$ cat src/rtl/overture_cpu_p_if.sv
// I/O bundle of the Overture core: program RAM write port plus the
// valid/ready input channel and the strobed output channel.
interface overture_cpu_p_if #(
  parameter int DATA_W = 8,
  parameter int PC_W   = 8
);
  logic              prog_we;
  logic [PC_W-1:0]   prog_addr;
  logic [7:0]        prog_data;
  logic [DATA_W-1:0] in_port;
  logic              in_valid;
  logic              in_ready;
  logic [DATA_W-1:0] out_port;
  logic              out_valid;

  modport master (
    output prog_we, prog_addr, prog_data, in_port, in_valid,
    input  in_ready, out_port, out_valid
  );

  modport slave (
    input  prog_we, prog_addr, prog_data, in_port, in_valid,
    output in_ready, out_port, out_valid
  );
endinterface

$ cat src/rtl/overture_cpu_p.sv
// Parametrised single-cycle Overture core with program RAM and handshaked I/O.
// Optional single-step execution via `define OVERTURE_STEP_EN (adds the step port).
module overture_cpu_p #(
  parameter int DATA_W     = 8,
  parameter int PROG_DEPTH = 256,
  localparam int PC_W      = $clog2(PROG_DEPTH)
) (
  input  logic              clk,
  input  logic              reset,
  input  logic              run,
`ifdef OVERTURE_STEP_EN
  input  logic              step,
`endif
  overture_cpu_p_if.slave   bus,
  output logic [PC_W-1:0]   pc,
  output logic [7:0]        instr_debug,
  output logic              stalled,
  output logic [DATA_W-1:0] r0_out,
  output logic [DATA_W-1:0] r1_out,
  output logic [DATA_W-1:0] r2_out,
  output logic [DATA_W-1:0] r3_out,
  output logic [DATA_W-1:0] r4_out,
  output logic [DATA_W-1:0] r5_out
);

  localparam logic [1:0] OP_IMM  = 2'd0;
  localparam logic [1:0] OP_ALU  = 2'd1;
  localparam logic [1:0] OP_COPY = 2'd2;
  localparam logic [1:0] OP_COND = 2'd3;

  logic [7:0]               mem [PROG_DEPTH];
  logic [7:0]               instr;
  logic [DATA_W-1:0]        regs [6];
  logic [DATA_W-1:0]        regs_nxt [6];
  logic [PC_W-1:0]          pc_nxt;
  logic [DATA_W-1:0]        out_port_nxt;
  logic                     out_valid_nxt;
  logic                     exec;
  logic [2:0]               src;
  logic [2:0]               dst;
  logic                     is_in_copy;
  logic [DATA_W-1:0]        src_val;
  logic signed [DATA_W-1:0] r3_s;

  function automatic logic [DATA_W-1:0] alu(input logic [2:0] op,
                                            input logic [DATA_W-1:0] a,
                                            input logic [DATA_W-1:0] b);
    case (op)
      3'd0:    return a | b;
      3'd1:    return ~(a & b);
      3'd2:    return ~(a | b);
      3'd3:    return a & b;
      3'd4:    return a + b;
      3'd5:    return a - b;
      3'd6:    return a ^ b;
      default: return ~(a ^ b);
    endcase
  endfunction

  function automatic logic cond_met(input logic [2:0] c,
                                    input logic signed [DATA_W-1:0] v);
    logic z;
    logic n;
    z = (v == '0);
    n = v[DATA_W-1];
    case (c)
      3'd0:    return 1'b0;
      3'd1:    return z;
      3'd2:    return n;
      3'd3:    return n | z;
      3'd4:    return 1'b1;
      3'd5:    return ~z;
      3'd6:    return ~n;
      default: return ~n & ~z;
    endcase
  endfunction

  // Jump target: r0 truncated or zero-extended to the pc width.
  function automatic logic [PC_W-1:0] to_pc(input logic [DATA_W-1:0] v);
    logic [PC_W+DATA_W-1:0] w;
    w = {{PC_W{1'b0}}, v};
    return w[PC_W-1:0];
  endfunction

  function automatic logic [DATA_W-1:0] imm_ext(input logic [5:0] k);
    logic [DATA_W+5:0] w;
    w = {{DATA_W{1'b0}}, k};
    return w[DATA_W-1:0];
  endfunction

  always_ff @(posedge clk) begin
    if (bus.prog_we) mem[bus.prog_addr] <= bus.prog_data;
  end

  assign instr       = mem[pc];
  assign instr_debug = instr;

`ifdef OVERTURE_STEP_EN
  assign exec = run | step;
`else
  assign exec = run;
`endif

  assign src          = instr[5:3];
  assign dst          = instr[2:0];
  assign r3_s         = $signed(regs[3]);
  assign is_in_copy   = (instr[7:6] == OP_COPY) && (src == 3'd6);
  assign stalled      = run & is_in_copy & ~bus.in_valid;
  assign bus.in_ready = exec & is_in_copy & bus.in_valid & ~reset;

  always_comb begin
    src_val = '0;
    if (src == 3'd6) src_val = bus.in_port;
    for (int i = 0; i < 6; i++) begin
      if (src == 3'(i)) src_val = regs[i];
    end
  end

  always_comb begin
    regs_nxt      = regs;
    pc_nxt        = pc;
    out_port_nxt  = bus.out_port;
    out_valid_nxt = 1'b0;
    if (exec) begin
      pc_nxt = pc + 1'b1;
      case (instr[7:6])
        OP_IMM:  regs_nxt[0] = imm_ext(instr[5:0]);
        OP_ALU:  regs_nxt[3] = alu(instr[2:0], regs[1], regs[2]);
        OP_COPY: begin
          // An input copy without a word holds pc so the same instruction retries.
          if (is_in_copy && !bus.in_valid) begin
            pc_nxt = pc;
          end else if (dst == 3'd6) begin
            out_port_nxt  = src_val;
            out_valid_nxt = 1'b1;
          end else begin
            for (int i = 0; i < 6; i++) begin
              if (dst == 3'(i)) regs_nxt[i] = src_val;
            end
          end
        end
        default: begin
          if (cond_met(instr[2:0], r3_s)) pc_nxt = to_pc(regs[0]);
        end
      endcase
    end
  end

  // Architectural state update
  always_ff @(posedge clk or posedge reset) begin
    if (reset) begin
      pc            <= '0;
      bus.out_port  <= '0;
      bus.out_valid <= 1'b0;
      for (int i = 0; i < 6; i++) regs[i] <= '0;
    end else begin
      pc            <= pc_nxt;
      bus.out_port  <= out_port_nxt;
      bus.out_valid <= out_valid_nxt;
      regs          <= regs_nxt;
    end
  end

  assign r0_out = regs[0];
  assign r1_out = regs[1];
  assign r2_out = regs[2];
  assign r3_out = regs[3];
  assign r4_out = regs[4];
  assign r5_out = regs[5];

endmodule

$ cat src/flat_wrapper.sv
// flat-port wrapper written by rule: the top's interface ports become plain ports
module overture_cpu_p_flat 
#(
  parameter int DATA_W     = 8,
  parameter int PROG_DEPTH = 256,
  localparam int PC_W      = $clog2(PROG_DEPTH)
)
  (clk, reset, run, pc, instr_debug, stalled, r0_out, r1_out, r2_out, r3_out, r4_out, r5_out, bus_prog_we, bus_prog_addr, bus_prog_data, bus_in_port, bus_in_valid, bus_in_ready, bus_out_port, bus_out_valid);
  overture_cpu_p_if #(.DATA_W(DATA_W), .PC_W(8)) bus_i ();
  input  logic clk;
  input  logic reset;
  input  logic run;
  output logic [PC_W-1:0] pc;
  output logic [7:0] instr_debug;
  output logic stalled;
  output logic [DATA_W-1:0] r0_out;
  output logic [DATA_W-1:0] r1_out;
  output logic [DATA_W-1:0] r2_out;
  output logic [DATA_W-1:0] r3_out;
  output logic [DATA_W-1:0] r4_out;
  output logic [DATA_W-1:0] r5_out;
  input wire logic [$bits(bus_i.prog_we)-1:0] bus_prog_we;
  input wire logic [$bits(bus_i.prog_addr)-1:0] bus_prog_addr;
  input wire logic [$bits(bus_i.prog_data)-1:0] bus_prog_data;
  input wire logic [$bits(bus_i.in_port)-1:0] bus_in_port;
  input wire logic [$bits(bus_i.in_valid)-1:0] bus_in_valid;
  output wire logic [$bits(bus_i.in_ready)-1:0] bus_in_ready;
  output wire logic [$bits(bus_i.out_port)-1:0] bus_out_port;
  output wire logic [$bits(bus_i.out_valid)-1:0] bus_out_valid;
  assign bus_i.prog_we = bus_prog_we;
  assign bus_i.prog_addr = bus_prog_addr;
  assign bus_i.prog_data = bus_prog_data;
  assign bus_i.in_port = bus_in_port;
  assign bus_i.in_valid = bus_in_valid;
  assign bus_in_ready = bus_i.in_ready;
  assign bus_out_port = bus_i.out_port;
  assign bus_out_valid = bus_i.out_valid;
  overture_cpu_p #(.DATA_W(DATA_W), .PROG_DEPTH(PROG_DEPTH)) u_core (.clk(clk), .reset(reset), .run(run), .bus(bus_i), .pc(pc), .instr_debug(instr_debug), .stalled(stalled), .r0_out(r0_out), .r1_out(r1_out), .r2_out(r2_out), .r3_out(r3_out), .r4_out(r4_out), .r5_out(r5_out));
endmodule
$ cat config.mk
export PLATFORM = sky130hd
export DESIGN_NAME = overture_cpu_p_flat
export DESIGN_NICKNAME = d
export VERILOG_FILES = /design/src/rtl/overture_cpu_p_if.sv /design/src/rtl/overture_cpu_p.sv /design/src/flat_wrapper.sv
export SDC_FILE = /design/constraint.sdc
export NUM_CORES = 2
export LEC_CHECK = 0
export ABC_AREA = 1
export CAP_MARGIN = 20
export CORE_ASPECT_RATIO = 0.7
export CORE_MARGIN = 2
export CORE_UTILIZATION = 30
export CTS_CLUSTER_SIZE = 16
export DETAILED_ROUTE_END_ITERATION = 7
export MAX_ROUTING_LAYER = met4
export PLACE_DENSITY_LB_ADDON = 0.25
export SKIP_CTS_REPAIR_TIMING = 1
export SYNTH_ARGS = -nofsm -noshare
export SYNTH_HDL_FRONTEND = slang
export SYNTH_SLANG_ARGS = --single-unit
$ cat constraint.sdc
create_clock -name clk -period 4.8 [get_ports clk]
set_input_delay 0.96 -clock clk [delete_from_list [all_inputs] [get_ports clk]]
set_output_delay 0.96 -clock clk [all_outputs]
set_load 0.05 [all_outputs]
* After elaboration in Yosys (flattened, before gate mapping) *
Memories as Yosys holds them, arrays and structs flattened.
Cells that the tools add are included.
W data, S select, Z words.

storage, ports and cells
  register bits after elaboration = 65
  RAM bits = 2048
  bits of input ports = 29
  output and inout port bits = 75
  word-level logic and storage cells = 98
  memories = 1

cells by class
  $add $sub $neg = 3
  eq/ne operators = 18
  mux-type cells = 30
  bitwise gates (word level) = 18
  reductions and logical operators = 19

memories
  memory      depth  width  read ports  clocked after memory_dff  write ports  line                  RTL
  u_core.mem  256    8      1           0                         1            overture_cpu_p.sv:31  logic [7:0] mem [PROG_DEPTH];

operators by type and width
  cell                   number
  $mux W8                15
  $mux W48               2
  $pmux W8 S7            1
  $pmux W8 S2            3
  $reduce_and A5 Y1      6
  $not A8 Y8             3
  $eq A3 B3 Y1 const B   6
  $eq A3 B2 Y1 const B   4
  $add A8 B1 Y8 const B  1
  $add A8 B8 Y8          1
  $and A8 B8 Y8          1
  $logic_not A8 Y1       1
  $mux W1                8
  $ne A2 B2 Y1 const B   4
  $or A8 B8 Y8           1
  $sub A8 B8 Y8          1
  $xor A8 B8 Y8          1
  $pmux W1 S7            1
  $eq A3 B1 Y1 const B   2
  $logic_not A3 Y1       2
  $not A1 Y1             6
  $and A1 B1 Y1          5
  $reduce_and A4 Y1      1
  $reduce_bool A2 Y1     2
  9 further kinds        10

* Logic depth before layout (Yosys ltp) *
An unclocked memory read counts as a cell.

  word-level depth = 13
  gate-level depth with buffers = 37

* Worst setup path before layout *
Ideal clock, no wire load.

  kind = input to output
  start = in reset
  end = out bus_in_ready
  arrival time = 4.015 ns
  slack = -0.175 ns
  cell stages on the path = 3
  buffers on the path = 0
  path through = inv_1 nand2_1 nor4_1

on the way
  word-level cells in the longest chain between the ends = 2

ends and longest elaborated chain
  item           line                   RTL
  from (decl)    flat_wrapper.sv:11     input logic reset;
  $not A1 Y1     overture_cpu_p.sv:109  assign bus.in_ready = exec & is_in_copy & bus.in_valid & ~reset;
  $and A1 B1 Y1  overture_cpu_p.sv:109
  to (decl)      flat_wrapper.sv:27     output wire logic [$bits(bus_i.in_ready)-1:0] bus_in_ready;

No other way between the ends.

* Worst setup path in the final report *
  start = reg u_core.pc[0]
  end = out bus_in_ready

on the way
  word-level cells in the longest chain between the ends = 6

ends and longest elaborated chain
  item                                                 line                   RTL
  from (decl)                                          overture_cpu_p.sv:15   output logic [PC_W-1:0] pc,
  from (signal assigned)                               overture_cpu_p.sv:157  pc <= pc_nxt;
  $mem_v2 Z256 W8 *                                    -
  $eq A3 B3 Y1 / $eq A2 B2 Y1 (equally long branches)  overture_cpu_p.sv:107  assign is_in_copy = (instr[7:6] == OP_COPY) && (src == 3'd6);
  $logic_and A1 B1 Y1 *                                overture_cpu_p.sv:107
  $and A1 B1 Y1 * (3 in series)                        overture_cpu_p.sv:109

Mark *: on every way between the ends. The rest lies on a longest branch, timed or not.

==> out/qor.yml <==
synth_most_common_cell: "edfxtp_1"
synth_commonest_cells: "edfxtp_1 (2,048), nand2_1 (1,610), nor2_1 (1,443)"
p_comb_share_pct: 46.8
cts_tree: "built"
yosysTopAreaCell: "edfxtp_1"
grt_pass1_wl_um: 423000
yosysUniqueCellTypes: 46
fp.dieArea_mm2: 0.302
synthesis.nets: 7919
chipWidth_um: 655
die_h_um: 460
wl_met1_um: 145000
min_period_ns: 5.12
yosysTopAreaCellShare_pct: 69.0
drv_slew: 0
clk_pin_slew_ns: 0.07
wire_per_inst_um: 23.9
setup_viol: 9
worst_slew_pin_slew_ns: 1.06
synth.area.top_cells: "edfxtp_1 (69%), nand2_1 (6.8%), nor2_1 (6.1%), nand3_1 (3.7%), o21ai_0 (2.8%)"
antenna_left: 0
timing.final.ws_setup_ns: -0.321
crit_required_ns: 3.84
worst_setup_path_start_kind: "register"
synth-seq-area-share_pct: 70.8
placed_cells: 12200
postSynth.asyncResetShare_pct: 3.08
min_period_over_period_pct: 107
core_area_mm2: 0.296
synth_area_per_cell_um2: 11.3
antenna_found_initial: 21
cp.arrival_ns: 4.16
fin_nets: 8538
ios: 104
first_pass_iters: 5
drc_errors: 0
p_clk_share_pct: 23.2
syn_to_final_growth_pct: 21.0
port_buffers: 103
fin_cells: 12600
synth_area_mm2: 0.0891
grt_remaining_overflow: 0
power.leakage_nw: 38.7
grt_max_degree: 111
nFillCells: 28900
cap_violations: 0
hold_class: "input port to async pin"
synth-main-ff-cell: "edfxtp_1"
fmax_mhz: 195
seq_power_share_pct: 30.0
grt_use_total_pct: 19.6
p_sw_mw: 29.2
cts_max_level: 4
pre_cts_ws_ns: -0.647
numCtsBuffers: 208
cts.root.buffer_cell: "clkbuf_16"
route.met2.wl_um: 121000
critPathCaptureType: "primary output"
p_per_area_mw_per_mm2: 648
swShare_pct: 41.8
hold_viol: 0
holdWs_ns: 0.450
place.gp.congestion: 0.935
vias_per_cell: 5.03
drive_gt1_share_pct: 15.2
clock_latency_ns: 0.89
rsz0062_at_grt: "yes"
violations: "negative setup slack"
critical_path_class: "register to primary output"
ir_drop_uv: 457
clock_skew_ns: 0.0696
synth_edf_count: 2048
initial_utilization_pct: 30.1
cts.path.max_buffers: 4
outcome: "finished with violations"
p_int_mw: 40.6
wl_met3_um: 31200
drt-initial-drc-count: 8738
hpwlAfterDp_um: 193000
relSlewSlack_pct: 29.3
wirelength_um: 302000
cts_sinks: 2113
synth-seq-cells: 2113
cp_max_fo: 7
grt_pass1_vias: 58700
dr_total_vias: 63500
ys_warn_count: 0
num_rows: 167
syn_inst: 7864
top_layer: "met4"
rrSetupSlack_ns: -0.12
## placed cells by master (no fill, tap or decap), types with 8 or more instances in the layout
cell type,count
a21boi_1,12
a21oi_1,144
a21oi_2,15
buf_12,98
buf_16,13
buf_4,612
buf_6,35
buf_8,20
bufinv_16,11
clkbuf_1,38
clkbuf_16,238
clkbuf_8,11
clkdlybuf4s50_1,85
clkinv_1,48
clkinv_2,32
clkinvlp_4,15
dfrtp_1,61
edfxtp_1,2048
ha_1,25
inv_1,284
inv_2,14
nand2_1,1574
nand2_2,31
nand2_4,19
nand3_1,597
nand3_2,56
nand3_4,11
nand4_1,27
nor2_1,1422
nor2_2,16
nor2_4,15
o211ai_1,118
o21ai_0,475
o21ai_1,240
o21ai_2,8
o221ai_1,12
o22ai_1,74
xor2_1,15
## sequential cells by signal (all words and copies together), names as in the netlist, 8 cells and up
register             count
u_core.r1_out            8
u_core.bus.out_port      8
u_core.mem            2048
u_core.pc                8
u_core.r0_out            8
u_core.r5_out            8
u_core.r4_out            8
u_core.r2_out            8
u_core.r3_out            8
## worst max-delay path, stage by stage (launching register included)
cell and delay (ns):
dfrtp_4 0.53, buf_12 0.17, buf_12 0.14, buf_16 0.15, buf_12 0.15, buf_8 0.12
nor2_4 0.09, nor2_4 0.04, o21ai_4 0.07, o21ai_1 0.08, o211ai_1 0.42, nand3_2 0.28
nand3b_1 0.24, nand3_2 0.11, nand2_4 0.11, nand2_4 0.08, nor4_4 0.28, buf_12 0.18
## cell families after synthesis
family	count (synthesis)	synth area share (%)
DFF	2113	70.8
and+or+nand+nor	3801	17.3
buffers and inverters	790	4.45
AOI/OAI and AO/OA	1116	6.82
xor gates and xnor gates	18	0.177
adders and majority gates	26	0.373
## per-stage QoR
stage | cell area (um2) | power [mW] | setup TNS, ns | utilization [%]
finish | 108000 | 69.8 | -1.33 | 36.5
global route | 108000 | 72.9 | -2.92 | 36.5
CTS | 105000 | 66.6 | -9.35 | 35.6
detailed placement | 98900 | 50.5 | -2.55 | 33.5
global placement | 98900 | 50.5 | -2.70 | 33.5
floorplan | 89100 | 37.6 | 0 | -
## power by group through the flow
stage               Clock (mW)  Combinational (mW)  Sequential (mW)
CTS                       16.4                29.2             21.0
detailed placement           0                29.2             21.4
global route              17.1                34.8             21.0
floorplan                    0                15.6             22.0
finish                    16.2                32.7             21.0
global placement             0                29.1             21.3
## layout make-up
class | count | area (um2) | area share, %
diodes | 4 | 10.0 | 0.00929
clock buffers | 263 | 5630 | 5.22
clock inverters | 110 | 861 | 0.799
inverters | 310 | 1220 | 1.13
multi-input cells | 4961 | 22900 | 21.2
flip-flops and latches | 2113 | 63100 | 58.6
well taps | 3971 | 4970 | 4.61
repair buffers | 888 | 9080 | 8.43
repair inverters | 1 | 20.0 | 0.0186
## per-layer routing
| layer | global-route usage [%] | vias to the layer above |
|---|---|---|
| met4 | 3.67 | 0 |
| met2 | 25.9 | 2983 |
| li1 | - | 28600 |
| met5 | - | - |
| met3 | 3.72 | 348 |
| met1 | 30.7 | 31600 |
## path summary, 6_finish.rpt
check                                              startpoint                                  to  depth (start not counted)
max                                  u_core.pc[0]$_DFFE_PP0P_                        bus_in_ready                         17
min                                                     reset            u_core.pc[1]$_DFFE_PP0P_                          3
max reg2reg                          u_core.pc[0]$_DFFE_PP0P_        u_core.r3_out[5]$_DFFE_PP0P_                         31
min reg2reg                u_core.bus.out_port[1]$_DFFE_PP0P_  u_core.bus.out_port[1]$_DFFE_PP0P_                          2
max in group asynchronous                               reset            u_core.pc[4]$_DFFE_PP0P_                          4
min in group clk           u_core.bus.out_port[1]$_DFFE_PP0P_  u_core.bus.out_port[1]$_DFFE_PP0P_                          2
Note: power is estimated with default switching activity, not from simulation.
